===== src/rtl/render_cmd_sched.sv =====
// rtl/render_cmd_sched.sv - two-requester draw-command scheduler feeding the render register port
//
// Purpose: arbitrates draw commands from game logic (requester 0) and the
// UI/score overlay (requester 1) round-robin into a command FIFO, then expands
// each queued command into the renderer register-write sequence
// (texture -> addr 4, X -> addr 1, Y -> addr 2, plot trigger -> addr 6).
//
// Ports:
//   clk, rst                  system clock, synchronous active-high reset
//   req_valid/req_ready [2]   per-requester command handshake
//   req_tex/x/y/bg      [2]   per-requester command fields
//   master_address/write/writedata/waitrequest   renderer write port
//   busy                      FIFO non-empty or sequencer active
//   fifo_count                entries currently queued
//   drop_count                saturating count of out-of-range commands discarded
module render_cmd_sched #(
    parameter int DEPTH = 8
) (
    input  logic                     clk,
    input  logic                     rst,
    input  logic [1:0]               req_valid,
    output logic [1:0]               req_ready,
    input  logic [1:0][6:0]          req_tex,
    input  logic [1:0][8:0]          req_x,
    input  logic [1:0][7:0]          req_y,
    input  logic [1:0]               req_bg,
    output logic [3:0]               master_address,
    output logic                     master_write,
    output logic [31:0]              master_writedata,
    input  logic                     master_waitrequest,
    output logic                     busy,
    output logic [$clog2(DEPTH):0]   fifo_count,
    output logic [7:0]               drop_count
);

    localparam int AW = $clog2(DEPTH);
    localparam int CW = AW + 1;
    localparam int EW = 25;

    // Register map of the renderer
    localparam logic [3:0] ADDR_X    = 4'd1;
    localparam logic [3:0] ADDR_Y    = 4'd2;
    localparam logic [3:0] ADDR_TEX  = 4'd4;
    localparam logic [3:0] ADDR_PLOT = 4'd6;

    typedef enum logic [2:0] {
        S_IDLE,
        S_TEX,
        S_X,
        S_Y,
        S_PLOT
    } state_t;

    // FIFO storage and bookkeeping
    logic [EW-1:0] mem_q [DEPTH];
    logic [AW-1:0] wr_ptr_q, wr_ptr_d;
    logic [AW-1:0] rd_ptr_q, rd_ptr_d;
    logic [CW-1:0] count_q, count_d;
    logic          rr_ptr_q, rr_ptr_d;
    logic [7:0]    drop_q, drop_d;

    // Sequencer registers
    state_t        state_q;
    logic [EW-1:0] cmd_q;
    logic          write_q;
    logic [3:0]    addr_q;
    logic [31:0]   data_q;

    logic          full;
    logic          empty;
    logic          handshake;
    logic          sel;
    logic          in_range;
    logic          push;
    logic          pop;
    logic          accept;
    logic [EW-1:0] push_entry;
    logic [EW-1:0] head;

    assign full  = (count_q == CW'(DEPTH));
    assign empty = (count_q == '0);

    // Arbitration: full blocks both requesters regardless of a same-cycle pop,
    // so the ready path never depends on the sequencer.
    always_comb begin
        req_ready = 2'b00;
        if (!full) begin
            case (req_valid)
                2'b01:   req_ready = 2'b01;
                2'b10:   req_ready = 2'b10;
                2'b11:   req_ready = rr_ptr_q ? 2'b10 : 2'b01;
                default: req_ready = 2'b00;
            endcase
        end
    end

    assign handshake = |(req_valid & req_ready);
    assign sel       = req_ready[1];

    // Background commands carry no usable coordinates, so they bypass the check
    assign in_range   = req_bg[sel] | ((req_x[sel] < 9'd320) && (req_y[sel] < 8'd240));
    assign push       = handshake & in_range;
    assign push_entry = {req_bg[sel], req_tex[sel], req_x[sel], req_y[sel]};

    assign pop    = (state_q == S_IDLE) && !empty;
    assign head   = mem_q[rd_ptr_q];
    assign accept = write_q & ~master_waitrequest;

    always_comb begin
        wr_ptr_d = wr_ptr_q;
        rd_ptr_d = rd_ptr_q;
        count_d  = count_q;
        rr_ptr_d = rr_ptr_q;
        drop_d   = drop_q;
        if (push) begin
            wr_ptr_d = wr_ptr_q + 1'b1;
        end
        if (pop) begin
            rd_ptr_d = rd_ptr_q + 1'b1;
        end
        if (push && !pop) begin
            count_d = count_q + 1'b1;
        end else if (pop && !push) begin
            count_d = count_q - 1'b1;
        end
        if (handshake) begin
            rr_ptr_d = ~rr_ptr_q;
        end
        if (handshake && !in_range && (drop_q != 8'hFF)) begin
            drop_d = drop_q + 1'b1;
        end
    end

    // Entry storage needs no reset; occupancy is tracked by the pointers
    always_ff @(posedge clk) begin
        if (push) begin
            mem_q[wr_ptr_q] <= push_entry;
        end
    end

    always_ff @(posedge clk) begin
        if (rst) begin
            wr_ptr_q <= '0;
            rd_ptr_q <= '0;
            count_q  <= '0;
            rr_ptr_q <= 1'b0;
            drop_q   <= '0;
        end else begin
            wr_ptr_q <= wr_ptr_d;
            rd_ptr_q <= rd_ptr_d;
            count_q  <= count_d;
            rr_ptr_q <= rr_ptr_d;
            drop_q   <= drop_d;
        end
    end

    // Sequencer: address/data are loaded only on state entry, so they hold
    // naturally while the renderer stalls.
    always_ff @(posedge clk) begin
        if (rst) begin
            state_q <= S_IDLE;
            cmd_q   <= '0;
            write_q <= 1'b0;
            addr_q  <= '0;
            data_q  <= '0;
        end else begin
            case (state_q)
                S_IDLE: begin
                    if (pop) begin
                        cmd_q   <= head;
                        state_q <= S_TEX;
                        write_q <= 1'b1;
                        addr_q  <= ADDR_TEX;
                        data_q  <= {25'd0, head[23:17]};
                    end
                end
                S_TEX: begin
                    if (accept) begin
                        if (cmd_q[24]) begin
                            state_q <= S_PLOT;
                            addr_q  <= ADDR_PLOT;
                            data_q  <= '0;
                        end else begin
                            state_q <= S_X;
                            addr_q  <= ADDR_X;
                            data_q  <= {23'd0, cmd_q[16:8]};
                        end
                    end
                end
                S_X: begin
                    if (accept) begin
                        state_q <= S_Y;
                        addr_q  <= ADDR_Y;
                        data_q  <= {24'd0, cmd_q[7:0]};
                    end
                end
                S_Y: begin
                    if (accept) begin
                        state_q <= S_PLOT;
                        addr_q  <= ADDR_PLOT;
                        data_q  <= '0;
                    end
                end
                S_PLOT: begin
                    if (accept) begin
                        state_q <= S_IDLE;
                        write_q <= 1'b0;
                    end
                end
                default: begin
                    state_q <= S_IDLE;
                    write_q <= 1'b0;
                end
            endcase
        end
    end

    assign master_write     = write_q;
    assign master_address   = addr_q;
    assign master_writedata = data_q;
    assign busy             = !empty || (state_q != S_IDLE);
    assign fifo_count       = count_q;
    assign drop_count       = drop_q;

endmodule


===== config.mk =====
export PLATFORM = sky130hd
export DESIGN_NAME = render_cmd_sched
export DESIGN_NICKNAME = d
export VERILOG_FILES = /design/src/rtl/render_cmd_sched.sv
export SDC_FILE = /design/constraint.sdc
export NUM_CORES = 1
export LEC_CHECK = 0
export ABC_AREA = 1
export BUFFER_PORTS_ARGS = -buffer_cell sky130_fd_sc_hd__buf_2
export CORE_MARGIN = 2
export CORE_UTILIZATION = 55
export CTS_CLUSTER_DIAMETER = 100
export DETAILED_ROUTE_END_ITERATION = 7
export PLACE_DENSITY = 0.76
export SLEW_MARGIN = 20
export SYNTH_ARGS = -nofsm -noshare
export SYNTH_HDL_FRONTEND = slang
export SYNTH_SLANG_ARGS = --single-unit

===== constraint.sdc =====
create_clock -name clk -period 3.08 [get_ports clk]
set_input_delay 0.154 -clock clk [delete_from_list [all_inputs] [get_ports clk]]
set_output_delay 0.154 -clock clk [all_outputs]
set_load 0.005 [all_outputs]

==> impl_metrics.py <==
metrics = {
    "status": {
        "outcome": "finished clean",
    },
    "critical_path": {
        "slowest_stage": "dfxtp_1",
        "critPathMaxFanout": 14,
        "worstPathCellList": "nor2_4 -> nand2_4 -> nand2_8 -> nand2_1 -> nand2_1 -> nor2_1 -> nand2_2 -> nand2_8 -> nand2_8 -> nand2_4 -> inv_4 -> ha_1 -> inv_1 -> ha_1 -> nand2_1 -> nand2_1 -> a21oi_1 -> nor2_1 -> nor2_1 -> nand2_1 -> o21ai_0 -> a21oi_1",
        "rr_endpoint": "fifo_count[3]",
        "cpLargestDelayFamily": "simple AND/OR/NAND/NOR gates",
        "r2r_start": "fifo_count[2]",
        "crit_path_start": "fifo_count[2]",
        "cp.depth": 22,
        "r2r.worst_path.cells": 22,
        "r2r_slack_ps": 250,
        "crit_path_end": "fifo_count[3]",
        "start_kind": "register",
        "path_buf_inv": 2,
        "critical_path_arrival_ps": 3250,
        "required_ps": 3500,
        "path_class": "reg2reg",
        "slowest_delay_ps": 420,
        "critPathCaptureType": "register",
        "crit_path_frequent_cell": "nand2_1",
    },
    "pwr": {
        "ir_drop_mv": 0.4519,
        "combPwrFrac_pct": 32.4,
        "power.leakage_nw": 4.485,
        "clkPwrFrac_pct": 26.1,
        "intPower_mw": 7.109,
        "power_density_mw_per_mm2": 900.3,
        "seq_power_share_pct": 41.5,
        "switching_power_mw": 3.881,
        "switching_share_pct": 35.32,
        "p_total_mw": 10.99,
    },
    "synthesis": {
        "synthMuxAreaShare_pct": 0,
        "yosys.cell_types.count": 42,
        "ys_seq_elements": 256,
        "yosys.area_share.simple_pct": 13.21,
        "synth_edf_count": 200,
        "yosysWarnings": 0,
        "synth-main-ff-cell": "edfxtp_1",
        "ys_async_sr_fraction_pct": 0,
        "netlist_area_mm2": 0.01077,
        "syn_inst": 956,
        "yosysSeqAreaShare_pct": 66.16,
        "avgSynthCellArea_um2": 11.27,
        "ys_top_cells_by_area": "edfxtp_1 (56%), dfxtp_1 (10%), o21ai_0 (5.6%)",
        "synth_xor_xnor_area_share_pct": 0.7318,
        "synth_top_area_share_pct": 55.76,
        "synthAdderAreaFrac_pct": 0.8828,
        "synth_compound_area_share_pct": 13.52,
        "synth_top_family_by_area": "compound AO/OA/AOI/OAI gates",
        "yosysTopAreaCell": "edfxtp_1",
    },
    "global_route": {
        "track_usage_pct": 23.77,
        "grt_pass1_wl_um": 37290,
        "grt_pass1_vias": 6927,
        "antenna_found_initial": 0,
        "grt-ovfl-total": 0,
        "grt_max_degree": 101,
    },
    "place": {
        "io_buffers": 82,
        "hpwl_um": 14330,
        "gp_congestion": 0.7796,
    },
    "timing": {
        "finalHoldViolations": 0,
        "fin_skew_ps": 20.28,
        "slew_violations": 0,
        "slew_headroom_pct": 46.12,
        "tightest_slew_ps": 807.3,
        "fin_setup_tns_ps": 0,
        "setup_viol": 0,
        "fin_crit_ps": 2828,
        "period_share_pct": 91.80,
        "fmax_mhz": 353.7,
        "grt_setup_unrepaired": "no",
    },
    "final_layout": {
        "diodes": 0,
        "area_growth_pct": 13.32,
        "drive_gt1_share_pct": 16.71,
        "fin_util_pct": 63.13,
        "most-common-layout-cells": "edfxtp_1 (200), nor2_1 (134), o21ai_0 (120), nand2_1 (115), buf_2 (82)",
        "layout_commonest_cell": "edfxtp_1",
        "final_net_count": 1099,
    },
    "floorplanning": {
        "start_util_pct": 55.71,
        "die_w_um": 143.9,
        "rows": 51,
        "io-pin-count": 107,
        "dieArea_mm2": 0.02072,
        "fp.coreArea_mm2": 0.01933,
        "die_h_um": 143.9,
    },
    "routing": {
        "route.detailed.drc": 0,
        "finalWirelength_um": 24540,
        "first_pass_iters": 6,
        "final_antenna_net_count": 0,
        "dr.first_iter.drc_count": 726,
        "dr_total_vias": 7496,
        "vias_per_cell": 5.687,
        "wire_per_inst_um": 18.62,
    },
    "clocking": {
        "cts_sinks": 256,
        "clock_latency_ps": 530,
        "cts_max_level": 1,
        "clockRootBuffer": "clkbuf_16",
        "cts_tree": "done",
        "clk_pin_slew_ps": 60,
        "cts_buffer_depth": 3,
        "cts-buffers-inserted": 26,
    },
    "job": {
        "cap_violations": 0,
    },
    "worst_hold_path": {
        "worst_hold_path_type": "in2reg",
    },
}
[power groups by stage]
stage	registers, mW	logic [mW]	clock network [mW]
2_1_floorplan	4.59	2.34	0
3_3_place_gp	4.61	3.42	0
3_5_place_dp	4.62	3.49	0
4_1_cts	4.55	3.52	2.89
5_1_grt	4.60	3.94	3.02
6_report	4.56	3.56	2.87
[repair_timing]
item	CTS	global route
setup endpoints to repair	0	1
hold buffers	0	0
resized for setup	0	3
hold endpoints to repair	0	0
buffers inserted	0	2
[Yosys cell counts, types with 5 or more instances]
cell type  count
a21oi_1       52
a32o_1         8
buf_2          9
buf_4         24
clkbuf_1      42
dfxtp_1       56
edfxtp_1     200
ha_1           6
inv_1         38
nand2_1      115
nand2_4        7
nand3_1       27
nand3b_1       6
nand4_1        8
nor2_1       138
nor2_2         5
o21ai_0      120
o221ai_1      38
o22ai_1       12
xor2_1         5
[cells by family after synthesis]
family	count (synthesis)
AO/OA/AOI/OAI	242
XOR/XNOR	9
adder cells (fa/ha/maj)	7
buffers and inverters	123
flip-flops	256
other	1
AND/OR/NAND/NOR	318
[area by class of cell]
class | instances | area, um^2
Clock buffer | 35 | 705.7
Tap cell | 265 | 331.6
Fill cell | 1507 | 7128
Timing Repair Buffer | 108 | 643.1
Multi-Input combinational cell | 600 | 3162
Sequential cell | 256 | 7129
Inverter | 45 | 171.4
Clock inverter | 9 | 63.81
[through the flow]
stage / hold WS, ps / setup WS [ps] / std cells / area, um^2
after floorplan: 393.1 / 219.8 / 979 / 10860
after global placement: 434.8 / 219.5 / 1272 / 11410
after detailed placement: 438.3 / 135.5 / 1272 / 11410
after CTS: 51.70 / 113.4 / 1316 / 12180
after global routing: 59.23 / 3.399 / 1318 / 12210
final: 45.85 / 252.5 / 1318 / 12210
[sequential cells by signal (all words and copies together), names as in the netlist, named ones only]
name              count
mem_q               200
cmd_q                18
master_writedata      9
drop_count            8
fifo_count            4
master_address        3
rd_ptr_q              3
state_q               3
wr_ptr_q              3
master_write          1
rr_ptr_q              1
[tightest hold or removal path, cell delays in order]
cell	delay (ps)
buf_2	130
nand2_4	60
nand2_4	100
[layer usage]
layer  track usage [%]  routed length (um)  vias up
li1                  -                   -     3540
met1             33.62               10290     3536
met2             38.45               11640      372
met3             2.866                1992       48
met4             8.204                 609        0
met5                 0                   0        -
[worst min-delay path by stage]
stage / start / endpoint / slack, ps / cells past startpoint
2_1_floorplan: req_x[17] / mem_q[0][16] / 390 / 2
3_3_place_gp: rd_ptr_q[2] / rd_ptr_q[2] / 430 / 1
3_5_place_dp: rd_ptr_q[2] / register / 440 / 1
4_1_cts: req_x[17] / mem_q[0][16] / 50 / 3
5_1_grt: req_x[17] / mem_q[0][16] / 60 / 3
6_report: req_x[17] / mem_q[0][16] / 50 / 3
Power figures use the tool's default switching activity.
